`config.mk`:
```
export PLATFORM = sky130hd
export DESIGN_NAME = hazard_ctrl
export DESIGN_NICKNAME = d
export VERILOG_FILES = /design/src/rtl/hazard_ctrl.sv
export SDC_FILE = /design/constraint.sdc
export NUM_CORES = 1
export LEC_CHECK = 0
export ABC_AREA = 0
export CAP_MARGIN = 20
export CORE_ASPECT_RATIO = 1.25
export CORE_UTILIZATION = 62
export DETAILED_ROUTE_END_ITERATION = 8
export GPL_TIMING_DRIVEN = 0
export PLACE_DENSITY = 0.91
export SETUP_SLACK_MARGIN = 0.5
export SLEW_MARGIN = 15
export SYNTH_ARGS = -nofsm -noshare
export SYNTH_HDL_FRONTEND = slang
export SYNTH_SLANG_ARGS = --single-unit
```
`constraint.sdc`:
```
create_clock -name clk -period 8 [get_ports clk]
set_input_delay 1.6 -clock clk [delete_from_list [all_inputs] [get_ports clk]]
set_output_delay 1.6 -clock clk [all_outputs]
set_load 0.02 [all_outputs]
```
`src/rtl/hazard_ctrl.sv`:
```
// Decode-stage issue control: register scoreboard, mul/div and CSR
// serialisation, and redirect-driven front-end flush sequencing.
//
// Ports:
//   clk, reset          rising-edge clock, synchronous active-low reset
//   dec_*_i             instruction currently held in decode
//   wb_valid_i/wb_rd_i  writer retiring this cycle
//   md_done_i           mul/div completion pulse
//   redirect_i          execute-stage redirect pulse
//   issue_o             instruction leaves decode this cycle
//   stall_o / flush_o   decode stall and fetch/decode flush
//   md_busy_o           mul/div unit occupied
//   inflight_o          scoreboard entries set
//   err_o               sticky protocol error

module hazard_ctrl #(
  parameter int MAX_INFLIGHT = 4,
  parameter int FLUSH_CYCLES = 2
) (
  input  logic       clk,
  input  logic       reset,
  input  logic       dec_valid_i,
  input  logic [4:0] dec_rs1_i,
  input  logic [4:0] dec_rs2_i,
  input  logic       dec_rs1_used_i,
  input  logic       dec_rs2_used_i,
  input  logic [4:0] dec_rd_i,
  input  logic       dec_rd_wr_i,
  input  logic [1:0] dec_class_i,
  input  logic       wb_valid_i,
  input  logic [4:0] wb_rd_i,
  input  logic       md_done_i,
  input  logic       redirect_i,
  output logic       issue_o,
  output logic       stall_o,
  output logic       flush_o,
  output logic       md_busy_o,
  output logic [4:0] inflight_o,
  output logic       err_o
);

  localparam logic [1:0] C_MULDIV = 2'd2;
  localparam logic [1:0] C_SERIAL = 2'd3;
  localparam logic [4:0] MAX_N    = 5'(MAX_INFLIGHT);
  localparam logic [3:0] RELOAD   = 4'(FLUSH_CYCLES - 1);
  // With a single flush cycle the redirect cycle itself is enough,
  // so the FLUSH state is never entered.
  localparam bit HAS_FLUSH = (FLUSH_CYCLES > 1);

  typedef enum logic [1:0] {
    S_RUN    = 2'd0,
    S_FLUSH  = 2'd1,
    S_SERIAL = 2'd2
  } state_t;

  state_t      r_state;
  state_t      w_state_nx;
  logic [3:0]  r_cnt;
  logic [3:0]  w_cnt_nx;
  logic [31:0] r_sb;
  logic [31:0] w_sb_nx;
  logic [4:0]  r_inflight;
  logic [4:0]  w_inflight_nx;
  logic        r_md_busy;
  logic        w_md_busy_nx;
  logic        r_err;
  logic        w_err_nx;

  logic w_rd_nz;
  logic w_raw;
  logic w_waw;
  logic w_full;
  logic w_md_conf;
  logic w_ser_blk;
  logic w_in_flush;
  logic w_stall;
  logic w_flush;
  logic w_issue;
  logic w_set;
  logic w_wb_hit;
  logic w_is_md;
  logic w_is_ser;

  assign w_is_md  = (dec_class_i == C_MULDIV);
  assign w_is_ser = (dec_class_i == C_SERIAL);
  assign w_rd_nz  = dec_rd_wr_i & (dec_rd_i != 5'd0);

  // Hazards look only at registered scoreboard state: a same-cycle
  // writeback releases the stall one cycle later.
  assign w_raw =
      (dec_rs1_used_i & (dec_rs1_i != 5'd0) & r_sb[dec_rs1_i])
    | (dec_rs2_used_i & (dec_rs2_i != 5'd0) & r_sb[dec_rs2_i]);
  assign w_waw     = w_rd_nz & r_sb[dec_rd_i];
  assign w_full    = w_rd_nz & (r_inflight == MAX_N);
  assign w_md_conf = w_is_md & r_md_busy;
  assign w_ser_blk =
      (w_is_ser & ((r_inflight != 5'd0) | r_md_busy))
    | (r_state == S_SERIAL);
  assign w_in_flush = (r_state == S_FLUSH);

  always_comb begin
    w_stall = (dec_valid_i
      & (w_raw | w_waw | w_full | w_md_conf | w_ser_blk))
      | w_in_flush;
    w_flush = redirect_i | w_in_flush;
    if (!reset) begin
      w_stall = 1'b1;
      w_flush = 1'b1;
    end
  end

  assign w_issue  = dec_valid_i & ~w_stall & ~w_flush;
  assign w_set    = w_issue & w_rd_nz;
  assign w_wb_hit = wb_valid_i & (wb_rd_i != 5'd0) & r_sb[wb_rd_i];

  // Scoreboard, in-flight count, mul/div occupancy and error flag.
  always_comb begin
    w_sb_nx = r_sb;
    if (w_wb_hit) w_sb_nx[wb_rd_i] = 1'b0;
    if (w_set)    w_sb_nx[dec_rd_i] = 1'b1;

    w_inflight_nx = r_inflight;
    unique case ({w_set, w_wb_hit})
      2'b10:   w_inflight_nx = r_inflight + 5'd1;
      2'b01:   w_inflight_nx = r_inflight - 5'd1;
      default: w_inflight_nx = r_inflight;
    endcase

    w_md_busy_nx = r_md_busy;
    if (md_done_i)         w_md_busy_nx = 1'b0;
    if (w_issue & w_is_md) w_md_busy_nx = 1'b1;

    w_err_nx = r_err
      | (wb_valid_i & ~w_wb_hit)
      | (md_done_i & ~r_md_busy);
  end

  // Control FSM. The counter holds the FLUSH cycles still owed after
  // the redirect cycle, so flush_o spans FLUSH_CYCLES cycles in total.
  always_comb begin
    w_state_nx = r_state;
    w_cnt_nx   = r_cnt;
    case (r_state)
      S_RUN: begin
        if (redirect_i) begin
          w_state_nx = HAS_FLUSH ? S_FLUSH : S_RUN;
          w_cnt_nx   = RELOAD;
        end else if (w_issue & w_is_ser) begin
          w_state_nx = S_SERIAL;
        end
      end
      S_FLUSH: begin
        if (redirect_i) begin
          w_cnt_nx = RELOAD;
        end else if (r_cnt <= 4'd1) begin
          w_state_nx = S_RUN;
          w_cnt_nx   = 4'd0;
        end else begin
          w_cnt_nx = r_cnt - 4'd1;
        end
      end
      S_SERIAL: begin
        if (redirect_i) begin
          w_state_nx = HAS_FLUSH ? S_FLUSH : S_RUN;
          w_cnt_nx   = RELOAD;
        end else if ((r_inflight == 5'd0) & ~w_issue) begin
          w_state_nx = S_RUN;
        end
      end
      default: begin
        w_state_nx = S_RUN;
        w_cnt_nx   = 4'd0;
      end
    endcase
  end

  always_ff @(posedge clk) begin
    if (!reset) begin
      r_state    <= S_RUN;
      r_cnt      <= 4'd0;
      r_sb       <= 32'd0;
      r_inflight <= 5'd0;
      r_md_busy  <= 1'b0;
      r_err      <= 1'b0;
    end else begin
      r_state    <= w_state_nx;
      r_cnt      <= w_cnt_nx;
      r_sb       <= w_sb_nx;
      r_inflight <= w_inflight_nx;
      r_md_busy  <= w_md_busy_nx;
      r_err      <= w_err_nx;
    end
  end

  assign issue_o    = w_issue;
  assign stall_o    = w_stall;
  assign flush_o    = w_flush;
  assign md_busy_o  = r_md_busy;
  assign inflight_o = r_inflight;
  assign err_o      = r_err;

endmodule

```
Yosys cells after proc, flatten, opt, wreduce, memory -nomap -nowiden
Index checks and enable logic that the tools add are counted.
{"block": "totals", "latchBits": 0, "inputBits": 31, "mem_bits_ro": 0, "memories": 0, "word_cells": 110, "output_inout_bits": 10, "ram_bits": 0, "regBits": 45}
{"block": "classes", "multipliers": 0, "add_sub_neg": 3, "reduce_logical": 13, "magnitude_cmp": 7, "eq_ne": 12, "shift": 0, "n_mux": 30, "div_mod_pow": 0, "bitwise_logic": 39}
{"op": "32-bit 2-to-1 mux", "n": 2}
{"op": "32-bit AND", "n": 1}
{"op": "32-bit NOT", "n": 1}
{"op": "32-bit bitwise OR", "n": 1}
{"op": "5-bit nonzero test", "n": 5}
{"op": "5-bit by 6-bit < comparator with 1-bit output (second input constant)", "n": 4}
{"op": "1-bit AND", "n": 20}
{"op": "1-bit binary-select mux with 5-bit select", "n": 4}
{"op": "2-bit 2-to-1 mux", "n": 6}
{"op": "4-bit 2-to-1 mux", "n": 3}
{"op": "1-bit bitwise OR", "n": 11}
{"op": "1-bit demux with 5-bit select", "n": 2}
{"op": "5-bit by 1-bit >= comparator with 1-bit output (second input constant)", "n": 2}
{"op": "1-bit 2-to-1 mux", "n": 10}
{"op": "5-bit case mux with 2 select lines", "n": 1}
{"op": "2-bit == test (second input constant)", "n": 4}
{"op": "4-bit case mux with 2 select lines", "n": 1}
{"op": "2-bit case mux with 3 select lines", "n": 1}
{"op": "5-bit by 1-bit adder with 5-bit output (second input constant)", "n": 1}
{"op": "5-bit by 3-bit == test with 1-bit output (second input constant)", "n": 1}
{"op": "5-bit logical NOT", "n": 1}
{"op": "1-bit NOT", "n": 5}
{"op": "5-bit by 1-bit subtractor with 5-bit output (second input constant)", "n": 1}
{"op": "2-bit by 1-bit == test with 1-bit output (second input constant)", "n": 2}
{"op": "other kinds (11)", "n": 14}

Logic depth before layout (Yosys ltp)
Gate-level depths: netlist of run 1.
{"block": "logic_depth", "word_depth": 19, "depth_mapped": 17, "mapped_depth_nobuf": 14}

Worst setup path before layout of run 1
Ideal clock, no wire load.
{"block": "synth_timing", "path_type": "input-to-output", "start": "input port dec_rs2_i[1]", "end": "output port issue_o", "slack_ns": 2.915, "n_path_buf": 2, "arrival_time_ns": 3.485, "required_time_ns": 6.400, "cell_stages": 8, "cell_sequence": "buf_2 -> mux4_2 -> nand2b_1 -> and3_1 -> o21ai_2 -> nand3_2 -> clkbuf_1 -> nor2_1"}
{"block": "synth_between", "elab_chain_len": 14, "elab_cells_between_ends": 16, "classes_between": "mux: 3; bitwise: 12; reduce/logical: 1"}
{"item": "start, declared", "line_no": "24", "text": "input logic [4:0] dec_rs2_i,"}
{"item": "1-bit binary-select mux with 5-bit select / 5-bit nonzero test (equally long branches)", "line_no": "92", "text": "| (dec_rs2_used_i & (dec_rs2_i != 5'd0) & r_sb[dec_rs2_i]);"}
{"item": "1-bit 2-to-1 mux (not written as such) / 1-bit AND (equally long branches)", "line_no": "92"}
{"item": "1-bit AND *", "line_no": "92"}
{"item": "1-bit bitwise OR *", "line_no": "92"}
{"item": "1-bit bitwise OR * (4 in series)", "line_no": "103", "text": "& (w_raw | w_waw | w_full | w_md_conf | w_ser_blk))"}
{"item": "1-bit AND *", "line_no": "103"}
{"item": "1-bit bitwise OR *", "line_no": "104", "text": "| w_in_flush;"}
{"item": "1-bit 2-to-1 mux *", "line_no": "106", "text": "if (!reset) begin"}
{"item": "1-bit NOT *", "line_no": "112", "text": "assign w_issue = dec_valid_i & ~w_stall & ~w_flush;"}
{"item": "1-bit AND * (2 in series)", "line_no": "112"}
{"item": "end, declared", "line_no": "34", "text": "output logic issue_o,"}
Every way passes the cells marked *; elsewhere a longest branch is shown, timed or not. The select of a mux whose other input is x is not followed.

Worst setup path after layout of run 1
{"block": "layout_timing", "start": "input port dec_rd_i[3]", "end": "output port stall_o"}
{"block": "layout_between", "elab_chain_len": 10, "elab_cells_between_ends": 13, "classes_between": "mux: 3; bitwise: 9; reduce/logical: 1"}
{"item": "start, declared", "line_no": "27", "text": "input logic [4:0] dec_rd_i,"}
{"item": "1-bit binary-select mux with 5-bit select / 5-bit nonzero test (equally long branches)", "line_no": "93, 86"}
{"item": "1-bit 2-to-1 mux (not written as such) / 1-bit AND (equally long branches)", "line_no": "93, 86"}
{"item": "1-bit AND", "line_no": "93", "text": "assign w_waw = w_rd_nz & r_sb[dec_rd_i];"}
{"item": "1-bit bitwise OR", "line_no": "103"}
{"item": "1-bit bitwise OR * (3 in series)", "line_no": "103"}
{"item": "1-bit AND *", "line_no": "103"}
{"item": "1-bit bitwise OR *", "line_no": "104"}
{"item": "1-bit 2-to-1 mux *", "line_no": "106"}
{"item": "end, declared", "line_no": "35", "text": "output logic stall_o,"}
Marks and branches as above.

==> results_dict.tcl, run 1 <==
set metrics [dict create \
    status "finished, violations left" \
    failed_checks "DRC" \
    critical_path_buf_inv_count 4 \
    syn_area_per_cell_um2 8.647 \
    place_congestion 1.040 \
    cp-start-kind "primary input" \
    worstMarginPinSlew_ps 530.4 \
    path_common_cell "clkdlybuf4s50_1" \
    async_reset_ff_frac 0 \
    cts_sinks 45 \
    yosys.area.top_type "dfxtp_1" \
    syn_to_final_growth_pct 13.59 \
    crit_chain "clkdlybuf4s50_1 -> clkbuf_1 -> nor2_1 -> nor3_1 -> and4bb_1 -> buf_2 -> a21oi_1 -> o31a_1 -> clkdlybuf4s50_1" \
    grt.total_usage 0.3726 \
    worst_slack_ps 1929 \
    antenna_found_initial 0 \
    setup-tns-final_ps 0 \
    fillers 455 \
    power.density_mw_per_mm2 127.2 \
    syn_area_mm2 0.003684 \
    p_int_uw 387.3 \
    cts_setup_buffers 0 \
    cp_slowest_cell "clkdlybuf4s50_1" \
    cts_buffers 5 \
    diodes 0 \
    final-setup-viol-count 0 \
    reg2reg_slack_ps 4150 \
    ios 41 \
    skew_ps 17.51 \
    routed_wl_um 11420 \
    port_buffers 28 \
    max_cap_violations 0 \
    vias_per_cell 7.256 \
    seq_area_um2 900.9 \
    drtPass1Iterations 9 \
    grt_max_degree 16 \
    synth_fp_nets 462 \
    synth-main-ff-cell "dfxtp_1" \
    core_area_mm2 0.005779 \
    place_area_mm2 0.004046 \
    drcViolationCount 7 \
    hold_violations 0 \
    ir_worst_vdd_v 0.00008491 \
    r2r_cells 15 \
    synth_top_cell_area_share 0.2446 \
    leakagePower_uw 0.001377 \
    yosysWarnings 0 \
    power.share.combinational 0.168 \
    grt_pass1_wl_um 17800 \
    die_x_um 70.94 \
    fin_area_mm2 0.004184 \
    final_layout_size_suffix_gt1_frac 0.1385 \
    htree_num_levels 2 \
    p_seq_frac 0.428 \
    synth_cell_types 57 \
    synth-seq-cells 45 \
    initial_utilization 0.6374 \
    die_y_um 88.18 \
    hold_path_depth 2 \
    required_ps 6400 \
    cp_slowest_stage_delay_ps 630 \
    clk_latency_ps 310 \
    max_freq_ghz 0.1647 \
    hp-class "register to register" \
    path_max_fanout 10 \
    switchingPower_uw 144.9 \
    num_vias 3831 \
    drtIter0Drc 448 \
    ys_seq_area_frac 0.2446 \
    post-route-period-util 0.7589 \
    crit_family "buffers and inverters" \
    cts_tree "yes" \
    cts_resized 0 \
    power.total_uw 532.2 \
    cts_root_buf "clkbuf_8" \
    fin_crit_ps 6071 \
    path_clk_slew_ps 90 \
    wl_per_cell_um 21.64 \
    sw_frac_of_total 0.2723 \
    synth_area_leaders "dfxtp_1, mux4_2, o311ai_0, nor3_1, nand2_1" \
    critical_path_depth 9 \
    ctsHoldBuffers 0 \
    ant_nets 0 \
    worstPathArrival_ps 4470 \
    post-place-ws_ps 2042 \
    fin_nets 497 \
    dpl.hpwl_um 8408 \
    p_clk_frac 0.404 \
    grt.overflow.total 0 \
    rsz0062_at_grt "no" \
    synth_edf_count 0 \
    multi_input_area_mm2 0.002535 \
    dieArea_mm2 0.006255 \
    row_count 31 \
    worstSetupEndpointType "primary output" \
    crit_type "primary input to primary output" \
    maxSlewViolCount 0 \
    grt_pass1_vias 3556 \
    maxSlewHeadroom 0.6464 \
    cts_buffer_depth 2 \
    synthCells 426 \
]
Yosys cell counts, types with 2 or more instances:
cell      instances
dfxtp_1          45
nand2_1          41
nor3_1           34
o311ai_0         31
mux4_2           26
o21ai_1          24
nand3_1          17
nor2_1           17
clkbuf_1         16
buf_2            15
mux2i_1          15
nand2b_1         11
nand3b_1         11
inv_1             9
o21ai_0           9
o31ai_1           9
a21oi_1           8
nor2b_1           7
o22ai_1           7
buf_6             6
and2_1            5
ha_1              5
nand4_1           5
or3_1             5
a21boi_0          3
nor3b_1           3
or2_2             3
xnor2_1           3
a21boi_1          2
a21o_1            2
buf_1             2
mux2_2            2
o31a_1            2
or4_1             2
xor2_1            2
logic make-up (layout without fill, tap and decap cells):
| logic type | after synthesis | count (layout) | synth area share |
|---|---|---|---|
| mux | 44 | 44 | 0.2130 |
| fa+ha+maj | 5 | 5 | 0.01698 |
| simple gates | 168 | 168 | 0.2374 |
| xor+xnor | 5 | 5 | 0.01189 |
| flops | 45 | 45 | 0.2446 |
| compound gates | 110 | 110 | 0.2089 |
| buf+inv | 49 | 85 | 0.06725 |
per-layer routing:
layer | vias to the layer above | routed length, um | global-route usage | share of wire
met2 | 250 | 5498 | 0.6346 | 0.48
li1 | 1717 | - | - | -
met4 | 0 | 630 | 0.2218 | 0.055
met1 | 1804 | 4239 | 0.4587 | 0.37
met5 | - | 0 | 0 | 0
met3 | 60 | 1056 | 0.04143 | 0.092
worst min-delay path, cell delays in order, from the launching register on:
cell      delay, ps
dfxtp_1         340
a21oi_1          40
a21boi_1        100
power by group through the flow:
stage	sequential, uW	combinational [uW]	clock [uW]
global placement	233	85.0	0
detailed placement	233	86.9	0
finish	228	89.4	215
global route	228	95.1	226
floorplan	233	56.2	0
CTS	227	87.6	214
cell usage in the layout (no fill, tap or decap), types with 7 or more instances in the layout:
master and instances:
buf_2 15, o31ai_1 9, nand3b_1 11, o22ai_1 7, nor3_1 34, nand2b_1 11
nor2_1 17, o311ai_0 31, mux4_2 26, clkdlybuf4s50_1 28, o21ai_0 9, o21ai_1 24
nand3_1 17, nand2_1 41, dfxtp_1 45, nor2b_1 7, inv_1 9, clkbuf_1 16
mux2i_1 15, a21oi_1 8
registers in the layout (all words and copies together) (netlist names):
name / flops
r_sb: 32
r_cnt: 4
md_busy_o: 1
r_state: 2
inflight_o: 5
err_o: 1
stage by stage:
| stage | util | hold WS [ps] | std cells |
|---|---|---|---|
| 6_report | 0.7240 | 511.8 | 528 |
| 5_1_grt | 0.7240 | 549.9 | 528 |
| 4_1_cts | 0.7240 | 517.8 | 528 |
| 3_5_place_dp | 0.7002 | 496.6 | 520 |
| 3_3_place_gp | 0.7002 | 484.5 | 520 |
| 2_1_floorplan | - | 461.2 | 426 |
worst paths after layout:
check / start / endpoint
worst min register to register: err_o / err_o
worst min-delay path: err_o / err_o
worst max register to register: inflight_o[0] / inflight_o[4]
worst max-delay path: dec_rd_i[3] / stall_o
final cells by class:
class,instances,share of cell area
plain buffers,39,0.05024
clock buffers,5,0.01645
clock inverters,3,0.01645
inverters,10,0.008971
multi-input cells,332,0.6059
flip-flops and latches,45,0.2153
well taps,66,0.01974
repair buffers,28,0.06699
(Power assumes the default switching activity.)
==> run 2, diff against run 1 <==
CORE_UTILIZATION = 52   (was 62)
PLACE_DENSITY = 0.82   (was 0.91)
clock period = 5.1 ns   (was 8 ns; I/O delays follow)
==> results_dict.tcl, run 2 (synthesized netlist as in run 1, its figures left out) <==
set metrics [dict create \
    hold_violations 0 \
    reg2reg_slack_ps 1310 \
    top_register "r_sb" \
    fin_nets 497 \
    row_count 33 \
    cts_buffers 5 \
    cp_slowest_stage_delay_ps 550 \
    required_ps 4080 \
    die_x_um 77.28 \
    worstSetupEndpointType "primary output" \
    fillers 585 \
    grt_pass1_vias 3716 \
    r2r_cells 15 \
    crit_type "primary input to primary output" \
    r2r-end "inflight_o[4]" \
    dpl.hpwl_um 8681 \
    maxSlewHeadroom 0.6390 \
    ir_worst_vdd_v 0.0001076 \
    worstMarginPinSlew_ps 541.6 \
    antenna_found_initial 0 \
    cts_tree "yes" \
    diodes 0 \
    setup-tns-final_ps 0 \
    ios 41 \
    hold_ws_ps 516.7 \
    path_clk_slew_ps 80 \
    syn_to_final_growth_pct 14.50 \
    core_area_mm2 0.006689 \
    final_layout_size_suffix_gt1_frac 0.1537 \
    drtPass1Iterations 5 \
    num_vias 3799 \
    fin_crit_ps 4489 \
    die_y_um 96.10 \
    hold_start "err_o" \
    mostFrequentLayoutCells "dfxtp_1, nand2_1, nor3_1" \
    cts_buffer_depth 2 \
    vias_per_cell 6.920 \
    initial_utilization 0.5507 \
    grt_pass1_wl_um 18780 \
    final_common_cell "dfxtp_1" \
    rsz0062_at_grt "yes" \
    path_max_fanout 9 \
    hp-class "register to register" \
    skew_ps 4.754 \
    hold_path_depth 2 \
    reg2reg_from "inflight_o[1]" \
    place_congestion 0.9699 \
    seq_area_um2 900.9 \
    largest_reg_flops 32 \
    clk_latency_ps 300 \
    cts_sinks 45 \
    ctsHoldBuffers 0 \
    worstPathArrival_ps 3470 \
    ant_nets 0 \
    power.density_mw_per_mm2 187.0 \
    max_cap_violations 0 \
    max_freq_ghz 0.2228 \
    htree_num_levels 2 \
    final-setup-viol-count 0 \
    multi_input_area_mm2 0.002559 \
    holdPathEnd "err_o" \
    routed_wl_um 11710 \
    status "finished clean" \
    port_buffers 28 \
    maxSlewViolCount 0 \
    cts_root_buf "clkbuf_8" \
    drtIter0Drc 403 \
    grt.total_usage 0.3317 \
    dieArea_mm2 0.007427 \
    drcViolationCount 0 \
    cp_slowest_cell "clkdlybuf4s50_1" \
    post-route-period-util 0.8802 \
    wl_per_cell_um 21.33 \
    cp-start-kind "primary input" \
    leakagePower_uw 0.001382 \
    grt_max_degree 14 \
    crit_chain "clkdlybuf4s15_1 -> mux4_2 -> a32oi_1 -> o211ai_1 -> and4bb_1 -> buf_2 -> a21oi_2 -> o31a_1 -> clkdlybuf4s50_1" \
    grt.overflow.total 0 \
]
## run 2: timing repair
| item | in CTS | in global routing |
|---|---|---|
| hold endpoints to repair | 0 | 0 |
| pin swaps | 0 | 1 |
| gates cloned | 0 | 0 |
| setup buffers | 0 | 0 |
| gates resized for setup | 8 | 7 |
| setup endpoints to repair | 3 | 2 |
## run 2: per-layer routing
metal  GRT usage  vias up  wire length, um
met5           0        -                0
met4      0.2201        0              656
met3     0.04076       59              996
met2      0.5627      229             5662
met1      0.3979     1793             4396
li1            -     1718                -
## run 2: report_power, final
part	internal (uW)	total, uW	switching, uW	leakage (uW)
Combinational	56.4	142	85.4	0.000960
Sequential	354	357	3.20	0.000363
Clock	160	290	130	0.0000585
## run 2: final cells by class
cell class,count,share of cell area
plain buffers,39,0.05162
clock buffers,7,0.02047
clock inverters,1,0.007120
inverters,10,0.008899
multi-input cells,332,0.6066
flip-flops and latches,45,0.2136
well taps,87,0.02581
repair buffers,28,0.06586
## run 2: how the worst max path moves through the flow
stage	depth (start not counted)	from	end	slack [ps]
after floorplan	16	dec_rd_i[0]	inflight_o[4]	880
after global placement	10	dec_rd_i[3]	stall_o	110
after detailed placement	17	wb_rd_i[0]	inflight_o[4]	40
after CTS	17	wb_rd_i[2]	inflight_o[4]	500
after global routing	17	wb_rd_i[1]	inflight_o[4]	460
final	9	dec_rd_i[3]	stall_o	610
## run 2: critical path, delay by kind of cell
family,cells,cell delay (ps)
compound gates,4,680
mux,1,390
buf+inv,3,1100
simple gates,1,280
## run 2: per-stage QoR
step	setup WS, ps	total power, uW	utilization	cell area, um2	std cells
2_1_floorplan	878.2	453.3	-	3684	426
3_3_place_gp	105.0	500.1	0.6089	4073	541
3_5_place_dp	42.14	503.0	0.6089	4073	541
4_1_cts	502.5	785.5	0.6274	4197	549
5_1_grt	463.6	818.5	0.6306	4218	549
6_report	610.9	788.5	0.6306	4218	549
==> run 3, diff against run 2 <==
CELL_PAD_IN_SITES_DETAIL_PLACEMENT = 1   (was default)
CELL_PAD_IN_SITES_GLOBAL_PLACEMENT = 1   (was default)
CORE_UTILIZATION = 39   (was 52)
PLACE_DENSITY = 0.81   (was 0.82)
==> results_dict.tcl, run 3 (synthesized netlist as in run 1, its figures left out) <==
set metrics [dict create \
    row_count 39 \
    fin_crit_ps 4524 \
    mostFrequentLayoutCells "dfxtp_1, nand2_1, nor3_1" \
    max_freq_ghz 0.2211 \
    power.density_mw_per_mm2 207.3 \
    path_clk_slew_ps 70 \
    worstSetupEndpointType "primary output" \
    num_vias 3796 \
    post-place-ws_ps -15.65 \
    drtPass1Iterations 5 \
    ctsHoldBuffers 0 \
    dpl.hpwl_um 9765 \
    wl_per_cell_um 22.50 \
    rsz0062_at_grt "yes" \
    setup-tns-final_ps 0 \
    hp-class "register to register" \
    vias_per_cell 6.478 \
    maxSlewHeadroom 0.6320 \
    dieArea_mm2 0.009840 \
    die_y_um 110.7 \
    critical_path_buf_inv_count 3 \
    cp_slowest_stage_delay_ps 570 \
    grt_max_degree 14 \
    top_register "r_sb" \
    place_area_mm2 0.004118 \
    clk_latency_ps 300 \
    fin_area_mm2 0.004323 \
    grt_pass1_vias 3883 \
    crit_type "primary input to primary output" \
    place_congestion 0.9712 \
    fillers 1109 \
    antenna_found_initial 0 \
    ios 41 \
    worst_slack_ps 576.2 \
    hold_violations 0 \
    grt.total_usage 0.2786 \
    port_buffers 28 \
    status "finished clean" \
    worstPathArrival_ps 3500 \
    drtIter0Drc 313 \
    diodes 0 \
    ant_nets 0 \
    maxSlewViolCount 0 \
    grt.overflow.total 0 \
    required_ps 4080 \
    cts_sinks 45 \
    cts_root_buf "clkbuf_16" \
    final-setup-viol-count 0 \
    worstMarginPinSlew_ps 552.1 \
    ir_worst_vdd_v 0.0001460 \
    final_layout_size_suffix_gt1_frac 0.1555 \
    cts_buffers 5 \
    leakagePower_uw 0.001412 \
    core_area_mm2 0.009174 \
    grt_pass1_wl_um 20730 \
    path_common_cell "buf_2" \
    htree_num_levels 2 \
    crit_chain "buf_2 -> mux4_2 -> a2bb2oi_1 -> o211ai_1 -> and4bb_1 -> buf_2 -> a21oi_2 -> o31a_1 -> clkdlybuf4s50_1" \
    cts_tree "yes" \
    routed_wl_um 13180 \
    post-route-period-util 0.8870 \
    cp-start-kind "primary input" \
    max_cap_violations 0 \
    layout.cells.non_filler 586 \
    cts_buffer_depth 2 \
    drcViolationCount 0 \
    syn_to_final_growth_pct 17.36 \
    skew_ps 7.565 \
    final_common_cell "dfxtp_1" \
    crit_family "buffers and inverters" \
    dpl.cell_count 577 \
    path_max_fanout 9 \
    fin_nets 498 \
    largest_reg_flops 32 \
    die_x_um 88.93 \
    cp_slowest_cell "mux4_2" \
    initial_utilization 0.4015 \
    hold_ws_ps 522.3 \
]
[run 3: final cells by class]
| class | count | area [um2] | share of cell area |
|---|---|---|---|
| Tap cell | 123 | 153.9 | 0.03560 |
| Multi-Input combinational cell | 332 | 2560 | 0.5922 |
| Clock inverter | 1 | 30.03 | 0.006946 |
| Timing Repair Buffer | 29 | 280.3 | 0.06483 |
| Buffer | 39 | 217.7 | 0.05036 |
| Inverter | 10 | 37.54 | 0.008683 |
| Clock buffer | 7 | 142.6 | 0.03300 |
| Sequential cell | 45 | 900.9 | 0.2084 |
[run 3: power by group]
group / total, uW / switching (uW) / leakage (uW) / internal, uW
Clock: 394 / 149 / 0.0000841 / 245
Sequential: 357 / 3.35 / 0.000363 / 354
Combinational: 145 / 88.5 / 0.000964 / 56.4
[run 3: metrics by stage]
| step | util | power (uW) |
|---|---|---|
| after floorplan | - | 453.3 |
| after CTS | 0.4703 | 898.6 |
| after detailed placement | 0.4489 | 506.4 |
| after global routing | 0.4712 | 925.5 |
| final | 0.4712 | 896.0 |
| after global placement | 0.4489 | 502.2 |
[run 3: worst reg2reg max path: stages, from the launching register on]
cell	delay (ps)
dfxtp_1	380
or4_1	610
nor3_1	300
o21a_1	210
and4bb_1	220
buf_2	220
nand2_2	170
or2_1	280
ha_2	220
xor2_1	150
ha_1	190
a21oi_2	170
o22ai_1	110
a222oi_1	380
o21ai_0	120
a21boi_0	150
[run 3: path summary, 6_finish.rpt]
check / from / to / slack, ps / depth (start not counted)
max reg2reg: inflight_o[1] / inflight_o[4] / 1140 / 15
min: inflight_o[4] / inflight_o[4] / 520 / 2
max: dec_rd_i[0] / stall_o / 580 / 9
min reg2reg: inflight_o[4] / inflight_o[4] / 520 / 2
[run 3: what timing repair did]
| item | CTS | global route |
|---|---|---|
| endpoints found under the setup margin | 4 | 2 |
| pin swaps | 1 | 0 |
| resized for setup | 9 | 6 |
| buffers inserted | 1 | 0 |
[run 3: metal layers]
layer  routed length, um  GRT usage  vias to the layer above
met5                   0          0                        -
met1                5222     0.3429                     1882
li1                    -          -                     1717
met2                6536     0.4574                      152
met3                 759    0.04393                       45
met4                 664     0.1505                        0
